**config.mk**
```make
export PLATFORM = sky130hd
export DESIGN_NAME = mem_arbiter
export DESIGN_NICKNAME = d
export VERILOG_FILES = /design/src/rtl/mem_arbiter.sv
export SDC_FILE = /design/constraint.sdc
export NUM_CORES = 1
export LEC_CHECK = 0
export ABC_AREA = 1
export CORE_MARGIN = 8
export CORE_UTILIZATION = 34
export CTS_CLUSTER_SIZE = 16
export DETAILED_ROUTE_END_ITERATION = 12
export GPL_TIMING_DRIVEN = 0
export PLACE_DENSITY = 0.75
export SLEW_MARGIN = 40
export SYNTH_ARGS = -nofsm -noshare
export SYNTH_HDL_FRONTEND = slang
export SYNTH_SLANG_ARGS = --single-unit
export TNS_END_PERCENT = 50
```
**constraint.sdc**
```tcl
create_clock -name clk -period 2 [get_ports clk]
set_clock_uncertainty 0.15 [all_clocks]
set_input_delay 0.3 -clock clk [delete_from_list [all_inputs] [get_ports clk]]
set_output_delay 0.3 -clock clk [all_outputs]
set_load 0.01 [all_outputs]
```
**src/rtl/mem_arbiter.sv**
```systemverilog
// Two-requester arbiter for the shared 256x8 memory: round-robin with grant parking,
// owner lock and registered read return. Define ARB_TIMEOUT_EN to enable forced lock release.
module mem_arbiter #(
    parameter int ADDR_W   = 8,
    parameter int DATA_W   = 8,
    parameter int LOCK_MAX = 16
) (
    input  logic              clk,
    input  logic              reset,
    input  logic              req0,
    input  logic              we0,
    input  logic [ADDR_W-1:0] addr0,
    input  logic [DATA_W-1:0] wdata0,
    input  logic              lock0,
    output logic              gnt0,
    output logic              rvalid0,
    output logic [DATA_W-1:0] rdata0,
    input  logic              req1,
    input  logic              we1,
    input  logic [ADDR_W-1:0] addr1,
    input  logic [DATA_W-1:0] wdata1,
    input  logic              lock1,
    output logic              gnt1,
    output logic              rvalid1,
    output logic [DATA_W-1:0] rdata1,
    output logic [ADDR_W-1:0] mem_addr,
    output logic [DATA_W-1:0] mem_din,
    output logic              mem_we,
    input  logic [DATA_W-1:0] mem_dout,
    output logic              timeout
);

    typedef enum logic [1:0] {
        ST_IDLE = 2'd0,
        ST_OWN0 = 2'd1,
        ST_OWN1 = 2'd2
    } state_t;

    state_t state_r;
    state_t state_nxt_s;
    logic   last_r;
    logic   last_nxt_s;
    logic   locked_r;
    logic   locked_nxt_s;
    logic   xfer0_s;
    logic   xfer1_s;
    logic   fire_s;

    assign xfer0_s = req0 && (state_r == ST_OWN0);
    assign xfer1_s = req1 && (state_r == ST_OWN1);

    // Memory port follows the owner only while it is actually requesting
    always_comb begin
        mem_addr = '0;
        mem_din  = '0;
        mem_we   = 1'b0;
        if (xfer0_s) begin
            mem_addr = addr0;
            mem_din  = wdata0;
            mem_we   = we0;
        end else if (xfer1_s) begin
            mem_addr = addr1;
            mem_din  = wdata1;
            mem_we   = we1;
        end else begin
            mem_we   = 1'b0;
        end
    end

`ifdef ARB_TIMEOUT_EN
    localparam int CNT_W = $clog2(LOCK_MAX) + 1;

    logic [CNT_W-1:0] lock_cnt_r;
    logic             other_req_s;

    // Request of whichever side is waiting on the current owner
    always_comb begin
        other_req_s = 1'b0;
        if (state_r == ST_OWN0) begin
            other_req_s = req1;
        end else if (state_r == ST_OWN1) begin
            other_req_s = req0;
        end else begin
            other_req_s = 1'b0;
        end
    end

    assign fire_s = locked_r && other_req_s && (lock_cnt_r == CNT_W'(LOCK_MAX - 1));

    // Counts locked cycles that starve the other requester
    always_ff @(posedge clk) begin
        if (reset) begin
            lock_cnt_r <= '0;
        end else if (!locked_nxt_s || (state_nxt_s != state_r)) begin
            lock_cnt_r <= '0;
        end else if (locked_r && other_req_s) begin
            lock_cnt_r <= lock_cnt_r + CNT_W'(1);
        end else begin
            lock_cnt_r <= lock_cnt_r;
        end
    end
`else
    assign fire_s = 1'b0;
`endif

    // Next ownership: lock is updated by this cycle's transfer before deciding to hand over
    always_comb begin
        state_nxt_s  = state_r;
        last_nxt_s   = last_r;
        locked_nxt_s = locked_r;
        if (xfer0_s) begin
            locked_nxt_s = lock0;
        end else if (xfer1_s) begin
            locked_nxt_s = lock1;
        end else begin
            locked_nxt_s = locked_r;
        end
        if (fire_s) begin
            locked_nxt_s = 1'b0;
        end else begin
            locked_nxt_s = locked_nxt_s;
        end
        case (state_r)
            ST_IDLE: begin
                if (req0 && req1) begin
                    state_nxt_s = last_r ? ST_OWN0 : ST_OWN1;
                end else if (req0) begin
                    state_nxt_s = ST_OWN0;
                end else if (req1) begin
                    state_nxt_s = ST_OWN1;
                end else begin
                    state_nxt_s = ST_IDLE;
                end
            end
            ST_OWN0: begin
                if (!locked_nxt_s && req1) begin
                    state_nxt_s = ST_OWN1;
                    last_nxt_s  = 1'b0;
                end else begin
                    state_nxt_s = ST_OWN0;
                end
            end
            ST_OWN1: begin
                if (!locked_nxt_s && req0) begin
                    state_nxt_s = ST_OWN0;
                    last_nxt_s  = 1'b1;
                end else begin
                    state_nxt_s = ST_OWN1;
                end
            end
            default: begin
                state_nxt_s = ST_IDLE;
            end
        endcase
    end

    // Arbitration state and registered grant/timeout outputs
    always_ff @(posedge clk) begin
        if (reset) begin
            state_r  <= ST_IDLE;
            last_r   <= 1'b1;
            locked_r <= 1'b0;
            gnt0     <= 1'b0;
            gnt1     <= 1'b0;
            timeout  <= 1'b0;
        end else begin
            state_r  <= state_nxt_s;
            last_r   <= last_nxt_s;
            locked_r <= locked_nxt_s;
            gnt0     <= (state_nxt_s == ST_OWN0);
            gnt1     <= (state_nxt_s == ST_OWN1);
            timeout  <= fire_s;
        end
    end

    // Read data return, one cycle after the read transfer
    always_ff @(posedge clk) begin
        if (reset) begin
            rvalid0 <= 1'b0;
            rvalid1 <= 1'b0;
            rdata0  <= '0;
            rdata1  <= '0;
        end else begin
            rvalid0 <= xfer0_s && !we0;
            rvalid1 <= xfer1_s && !we1;
            if (xfer0_s && !we0) begin
                rdata0 <= mem_dout;
            end else begin
                rdata0 <= rdata0;
            end
            if (xfer1_s && !we1) begin
                rdata1 <= mem_dout;
            end else begin
                rdata1 <= rdata1;
            end
        end
    end

endmodule

```
==> results of run 1 <==
## synth_stat cells
cell type,number
nand2_1,75
inv_2,2
a21oi_1,18
nor2_1,6
clkbuf_1,3
clkinv_2,1
conb_1,1
buf_6,1
o211ai_1,1
nor2_2,2
nor2_4,1
ha_1,4
clkinv_1,1
nand3_4,1
nand4_1,2
nand3_1,22
dfxtp_1,24
inv_1,7
nand3_2,1
buf_2,2
buf_4,1
nand2_2,2
## layer usage
layer	vias to the layer above	wire (um)	global-route usage, %	share of wire (%)
li1	769	-	-	-
met1	692	1890	16.8	40
met2	65	2180	26.2	46
met3	4	616	7.24	13
met4	0	45	4.48	0.95
met5	-	0	0	0
## worst paths after layout
path / start / slack, ps / endpoint
worst max-delay path: state_r[1] / 30 / mem_addr[5]
worst min-delay path: rdata0[7] / 320 / rdata0[7]
worst max register to register: state_r[0] / 210 / rdata1[1]
worst min register to register: rdata0[7] / 320 / rdata0[7]
## cell type report
class | instances | area (um2)
tap | 46 | 57.6
buffer | 7 | 82.6
inverter | 11 | 51.3
clock inverter | 1 | 30.0
timing repair inverter | 1 | 5.00
clock buffer | 3 | 22.5
multi-input combinational | 136 | 738
timing repair buffer | 94 | 880
fill | 291 | 1010
sequential | 24 | 485
## registers in the layout, indices dropped and copies added (netlist names)
name      count
rvalid1       1
rdata0        8
last_r        1
rdata1        8
locked_r      1
gnt1          1
state_r       2
gnt0          1
rvalid0       1
## tightest hold or removal path, stage by stage, from the launching register on
cell and delay (ps):
dfxtp_1 330, nand2_1 60, a21oi_1 50
## report_power, final
group,switching (mW),internal [mW],leakage [nW]
clock,0.142,0.203,0.0279
sequential,0.0225,0.518,0.196
combinational,0.284,0.309,0.806
## logic make-up (layout without fill, tap and decap cells)
kind of cell,count (synthesis),after routing
adders and majority gates,4,4
buffers and inverters,18,117
and+or+nand+nor,112,112
DFF,24,24
AOI/OAI and AO/OA,19,19
other,1,1
## placed cells by master (no fill, tap or decap), drive strengths merged
| master | n |
|---|---|
| clkdlybuf4s50 | 65 |
| nand4 | 2 |
| clkbuf | 5 |
| dfxtp | 24 |
| dlymetal6s2s | 1 |
| clkdlybuf4s15 | 1 |
| o211ai | 1 |
| bufinv | 1 |
| nand2 | 77 |
| clkinv | 3 |
| nand3 | 24 |
| ha | 4 |
| nor2 | 9 |
| inv | 9 |
| a21oi | 18 |
| dlygate4sd2 | 1 |
| buf | 31 |
| conb | 1 |
## repair_timing
| item | 4_1_cts | 5_1_grt |
|---|---|---|
| endpoints found under the setup margin | 17 | 17 |
| gates cloned | 2 | 1 |
| gates resized for setup | 90 | 26 |
| pin swaps | 0 | 9 |
| buffers inserted | 5 | 3 |
==> results.md, run 1 <==
- Core area: 0.00336 mm2
- Clk buf depth: 2
- Largest family of logic cells by synthesized area: simple AND/OR/NAND/NOR gates
- Max stage delay on crit path: 340 ps
- Leakage: 1.03 nW
- Final net count: 330
- Critical path depth in cells: 8
- Syn_nets: 230
- Total grt overflow: 0
- Drt drc: 0
- Fmax: 507 MHz
- Clock Latency Late Sink: 310 ps
- Layout Cells excl Fill: 323
- Layout Utilization: 69.9%
- Largest net degree at the start of global routing: 15
- Hold Crit Class: flop to flop
- Hold WS: 317 ps
- Post-DP Area: 0.00210 mm2
- Crit share post-route: 98.6%
- First-pass iteration count of the detailed router: 4
- Max VDD drop: 0.779 mV
- Dpl ws: -632 ps
- Number of synthesis warnings: 0
- Overall Global Routing Usage: 15.4%
- Tmin final: 1970 ps
- Routed vias/inst: 4.74
- Num Clock Sinks: 24
- Synth Area in XOR/XNOR: 0%
- PnR worst setup slack: 28.6 ps
- Synth Area in Simple Gates: 40.7%
- Final ANT Viol Nets: 0
- Final RePlAce weighted congestion: 0.756
- Root buffer selected by CTS: clkbuf_4
- Mux contribution to synthesized area: 0%
- Startpoint types: flop
- CTS tree: done
- Post-DP HPWL: 3.38 mm
- 1st-iter DRT viols: 76
- IO Pins: 86
- H-tree lvl count: 1
- Post-route cell area: 0.00235 mm2
- Clock-pin slew on the worst setup and hold paths: 130 ps
- Worst path slowest cell: dfxtp_2
- Crit path buffers/inverters: 4
- Depth of the most critical reg-to-reg path: 8
- Worst Setup End Kind: output pin
- Placed insts: 308
- Status: complete, no violations
- First-pass GRT wire length: 6.90 mm
- Adder-cell area share of the yosys netlist: 4.15%
- Layout area overhead: 95.2%
- Initial antenna violation count: 0
- Die X: 75.5 um
- Ant. Diodes: 0
- Tot Pwr: 1.48 mW
- Hold Path Stages: 2
- Crit-path cells: buf_4, ha_4, nand2_4, clkinv_4, buf_6, nand3_2, nand2_1, buf_2
- Detailed-route via count: 1530
- Crit-path max FO: 5
- Rows: 21
- Post-synth design cell area: 0.00120 mm2
- WL/cell: 14.7 um
- Worst EP required: 1550 ps
- Synth top area share: 39.9%
- Syn_area_per_cell: 6.77 um2
- CTS Hold Buffers Added: 0
- WS Path Type: flop to output pin
- Slew Viols, Final: 0
- Worst EP arrival: 1520 ps
- Total CTS buffers: 3
- Cell taking the most area after synthesis: dfxtp_1
- Final Setup Violations: 0
- Final WL: 4.73 mm
- Cell family with most CP delay: buffers and inverters
- Seq/Total Area, Yosys: 39.9%
- Synth area leaders: dfxtp_1 (40%), nand2_1 (23%), nand3_1 (9.1%)
- Setup TNS: 0 ps
- Die height: 75.5 um
- IO buf count: 84
- Die ar.: 0.00570 mm2
- Number of global-route vias before repair: 1491
- Compound-gate portion of the synthesized area: 8.10%
- Post-Syn Instances: 178
- #FFs+latches synth: 24
- Initial Util: 35.8%
- Post-synthesis cell type count: 22
- Max-cap violations: 0
- Layout cells sized above 1: 24.5%
- Pwr Density: 628 mW/mm2
- Final hold violations: 0
- RSZ-0062 raised after global routing: true
(Power assumes the default switching activity.)
==> run 2: changes to the inputs <==
RECOVER_POWER = 100   (was unset)
==> results.md, run 2 (synthesized netlist as in run 1, its figures left out) <==
- Status: complete, no violations
- Clk buf depth: 2
- Num Clock Sinks: 24
- Drt drc: 0
- Hold Crit Start: rdata0[7]
- Clk pwr share: 23.3%
- Hold Crit Class: flop to flop
- IO Pins: 86
- Sequential Area: 485 um2
- Core area: 0.00336 mm2
- Number of global-route vias before repair: 1491
- IO buf count: 84
- Root buffer selected by CTS: clkbuf_4
- WL/cell: 14.7 um
- Crit Reg-Reg Startpoint: state_r[1]
- Hold Path Stages: 2
- Total CTS buffers: 3
- Layout Utilization: 69.8%
- Depth of the most critical reg-to-reg path: 9
- Final Setup Violations: 0
- Most common library cell in the layout ignoring fill and taps: nand2_1
- Tmin final: 1970 ps
- Rows: 21
- Commonest non-fill, non-tap cells in the layout: nand2_1 (69), clkdlybuf4s50_1 (65), dfxtp_1 (22)
- 1st-iter DRT viols: 76
- Final ANT Viol Nets: 0
- Setup TNS: 0 ps
- Initial Util: 35.8%
- Internal power: 1.03 mW
- Area of the multi-input gates: 738 um2
- Hold WS: 317 ps
- Routed vias/inst: 4.76
- Fmax: 507 MHz
- Overall Global Routing Usage: 15.4%
- Net Sw Frac: 30.4%
- Detailed-route via count: 1536
- Reg power frac: 36.6%
- Layout cells sized above 1: 24.2%
- Initial antenna violation count: 0
- Worst EP arrival: 1520 ps
- Layout area overhead: 94.9%
- Slew Viols, Final: 0
- Final RePlAce weighted congestion: 0.756
- Psw: 449 uW
- Ant. Diodes: 0
- Final hold violations: 0
- Die X: 75.5 um
- Die height: 75.5 um
- Worst EP required: 1550 ps
- Worst Setup End Kind: output pin
- Final net count: 330
- CTS tree: done
- Clock-pin slew on the worst setup and hold paths: 130 ps
- H-tree lvl count: 1
- CTS Hold Buffers Added: 0
- Startpoint types: flop
- WS Path Type: flop to output pin
- Leakage: 1.03 nW
- Clock Latency Late Sink: 310 ps
- First-pass iteration count of the detailed router: 4
- Largest net degree at the start of global routing: 15
- Crit share post-route: 98.6%
- Post-DP HPWL: 3.38 mm
- Reg-to-reg endpoint: rdata0[5]
- Final WL: 4.74 mm
- Crit-path max FO: 5
- Pwr Density: 629 mW/mm2
- Max VDD drop: 0.779 mV
- R2R Setup Slk: 130 ps
- Top flop regs: rdata0: 8 flops, rdata1: 8 flops, state_r: 2 flops
- Max-cap violations: 0
- RSZ-0062 raised after global routing: true
- Worst hold endpoint: rdata0[7]
- Fill count: 293
- Comb power frac: 40.1%
- First-pass GRT wire length: 6.90 mm
- Die ar.: 0.00570 mm2
- Total grt overflow: 0
-- run 2: cell count changes in the layout (fill, tap and decap cells not counted) --
cell,delta
buf_4,-1
clkbuf_1,+1
-- run 2: per-layer routing --
layer	up-vias	share of wire (%)	track usage, %
li1	769	-	-
met1	694	40	16.8
met4	0	0.95	4.48
met3	4	13	7.24
met2	69	46	26.2
met5	-	0	0
-- run 2: stage by stage --
step / cells / instance area, um2 / total power [mW] / setup WS (ps)
2_1_floorplan: 178 / 1200 / 0.777 / 249
3_3_place_gp: 308 / 2100 / 1.03 / -622
3_5_place_dp: 308 / 2100 / 1.04 / -632
4_1_cts: 319 / 2230 / 1.43 / -38.8
5_1_grt: 323 / 2350 / 1.56 / -41.1
6_report: 323 / 2350 / 1.48 / 28.6
-- run 2: worst max-delay path by stage --
stage,start,to,slack (ps),depth (start not counted)
6_report,state_r[1],mem_addr[5],30,8
5_1_grt,state_r[1],mem_addr[5],-40,8
4_1_cts,state_r[1],mem_din[4],-40,8
3_5_place_dp,req0,mem_din[6],-630,7
3_3_place_gp,req0,mem_din[6],-620,7
2_1_floorplan,state_r[1],mem_addr[0],250,7
-- run 2: area by class of cell --
cell class	count	share of cell area [%]
inverter	11	2.18
tap	46	2.45
buffer	7	3.52
timing repair inverter	1	0.213
clock buffer	3	0.959
sequential	24	20.7
timing repair buffer	94	37.3
clock inverter	1	1.28
multi-input combinational	136	31.4
-- run 2: power groups by stage --
stage	sequential (mW)	clock, mW	combinational (mW)
after floorplan	0.553	0	0.225
after global placement	0.545	0	0.489
after detailed placement	0.547	0	0.496
after CTS	0.542	0.356	0.534
after global routing	0.546	0.372	0.641
final	0.541	0.345	0.592
-- run 2: what timing repair did --
item	in CTS	in global routing
cloned	2	1
setup buffers	5	3
resized for setup	90	26
pin swaps	0	9
setup endpoints to repair	17	17
-- run 2: worst max-delay path, stage by stage (launching register included) --
cell and delay, ps:
dfxtp_2 340, buf_4 140, ha_4 170, nand2_4 90
clkinv_4 70, buf_6 130, nand3_2 70, nand2_1 60
buf_2 140
==> run 3: changes to the inputs <==
--- a/config.mk
+++ b/config.mk
@@ -12,4 +12,5 @@
 export DETAILED_ROUTE_END_ITERATION = 12
 export GPL_TIMING_DRIVEN = 0
+export MAX_ROUTING_LAYER = met4
 export PLACE_DENSITY = 0.75
 export RECOVER_POWER = 100
==> constraint.sdc (replaced) <==
create_clock -name clk -period 2 [get_ports clk]
set_clock_uncertainty 0.15 [all_clocks]
set_input_delay 0.4 -clock clk [delete_from_list [all_inputs] [get_ports clk]]
set_output_delay 0.4 -clock clk [all_outputs]
set_load 0.01 [all_outputs]
==> results.md, run 3 (synthesized netlist as in run 1, its figures left out) <==
- Status: finished with violations
- Failing checks: setup timing
- Top flop regs: rdata0: 8 flops, rdata1: 8 flops, state_r: 2 flops
- Crit-path cells: buf_4, ha_4, nand2_4, clkinv_4, buf_6, nand3_2, nand2_1, buf_2
- Commonest non-fill, non-tap cells in the layout: nand2_1 (72), clkdlybuf4s50_1 (45), dfxtp_1 (22)
- Root buffer selected by CTS: clkbuf_4
- Pwr Density: 625 mW/mm2
- Core area: 0.00336 mm2
- Layout cells sized above 1: 24.4%
- 1st-iter DRT viols: 36
- Final WL: 4.74 mm
- PnR worst setup slack: -83.2 ps
- Final hold violations: 0
- Routed vias/inst: 4.68
- Ant. Diodes: 0
- Die X: 75.5 um
- Slew Viols, Final: 0
- Met2 Use GR: 27.7%
- H-tree lvl count: 1
- Number of global-route vias before repair: 1533
- Num Clock Sinks: 24
- CTS tree: done
- Initial antenna violation count: 0
- Final RePlAce weighted congestion: 0.765
- Max stage delay on crit path: 340 ps
- RSZ-0062 raised after global routing: true
- Fill count: 305
- First-pass iteration count of the detailed router: 4
- Clock-pin slew on the worst setup and hold paths: 130 ps
- Detailed-route via count: 1521
- Drt drc: 0
- Final ANT Viol Nets: 0
- WL/cell: 14.6 um
- Total CTS buffers: 3
- Clock Latency Late Sink: 310 ps
- Tot Pwr: 1.48 mW
- Final net count: 332
- Overall Global Routing Usage: 16.4%
- Final Setup Violations: 14
- CTS Hold Buffers Added: 0
- Post-DP Area: 0.00210 mm2
- Post-route cell area: 0.00236 mm2
- Setup TNS: -667 ps
- Met3 GRT Util: 5.92%
- Worst EP required: 1450 ps
- Die ar.: 0.00570 mm2
- Crit path buffers/inverters: 4
- Worst EP arrival: 1530 ps
- Cell family with most CP delay: buffers and inverters
- Post-DP HPWL: 3.38 mm
- Initial Util: 35.8%
- Tmin final: 2080 ps
- Worst Setup End Kind: output pin
- Crit share post-route: 104%
- Total grt overflow: 0
- Largest net degree at the start of global routing: 15
- Layout area overhead: 95.9%
- Startpoint types: flop
- Crit-path max FO: 5
- First-pass GRT wire length: 7.08 mm
- Max-cap violations: 0
- WS Path Type: flop to output pin
- IO buf count: 84
- Fmax: 480 MHz
- Most common library cell in the layout ignoring fill and taps: nand2_1
- Hold Crit Class: flop to flop
- Busiest grt layer: met2
- Die height: 75.5 um
- IO Pins: 86
- Max VDD drop: 0.783 mV
- Clk buf depth: 2
- Worst path slowest cell: dfxtp_2
- Leakage: 1.09 nW
- Rows: 21
- M1 GR Usage: 17.8%
==> run 3: repair_timing <==
action                     CTS  global route
resized for setup          101            17
setup endpoints to repair   17            17
setup buffers                9             1
pin swaps                    4             8
cloned                       3             0
==> run 3: per-layer routing <==
layer	routed length, um	vias up
met4	44	0
met5	0	-
li1	-	774
met1	1990	683
met3	567	4
met2	2140	60
==> run 3: through the flow <==
step	hold WS [ps]	utilization (%)	cells	setup WS, ps
floorplan	293	-	178	149
global placement	297	62.5	308	-822
detailed placement	301	62.5	308	-832
CTS	321	67.7	324	-66.2
global route	341	70.2	325	-149
finish	313	70.2	325	-83.2
==> run 3: power by group <==
| group | total, mW | switching (mW) | internal [mW] |
|---|---|---|---|
| clock network | 0.348 | 0.145 | 0.203 |
| registers | 0.540 | 0.0222 | 0.518 |
| logic | 0.588 | 0.286 | 0.302 |
| total | 1.48 | 0.453 | 1.02 |
==> run 3: tightest hold or removal path, stage by stage (launching register included) <==
cell and delay (ps):
dfxtp_1 330, nand2_1 50, a21oi_1 50
==> run 3: path summary, 6_finish.rpt <==
path / to / depth (start not counted) / slack (ps) / from
min: rdata0[7] / 2 / 310 / rdata0[7]
max reg2reg: rdata1[1] / 8 / 90 / state_r[0]
max: mem_addr[5] / 8 / -80 / state_r[1]
min reg2reg: rdata0[7] / 2 / 310 / rdata0[7]
==> run 3: final cells by class <==
| class | count | area [um2] | share of cell area (%) |
|---|---|---|---|
| Timing Repair Buffer | 96 | 880 | 37.3 |
| Multi-Input combinational cell | 136 | 748 | 31.7 |
| Sequential cell | 24 | 485 | 20.6 |
| Buffer | 7 | 81.3 | 3.44 |
| Tap cell | 46 | 57.6 | 2.44 |
| Inverter | 11 | 51.3 | 2.17 |
| Clock inverter | 1 | 30.0 | 1.27 |
| Clock buffer | 3 | 22.5 | 0.954 |
| Timing Repair inverter | 1 | 5.00 | 0.212 |
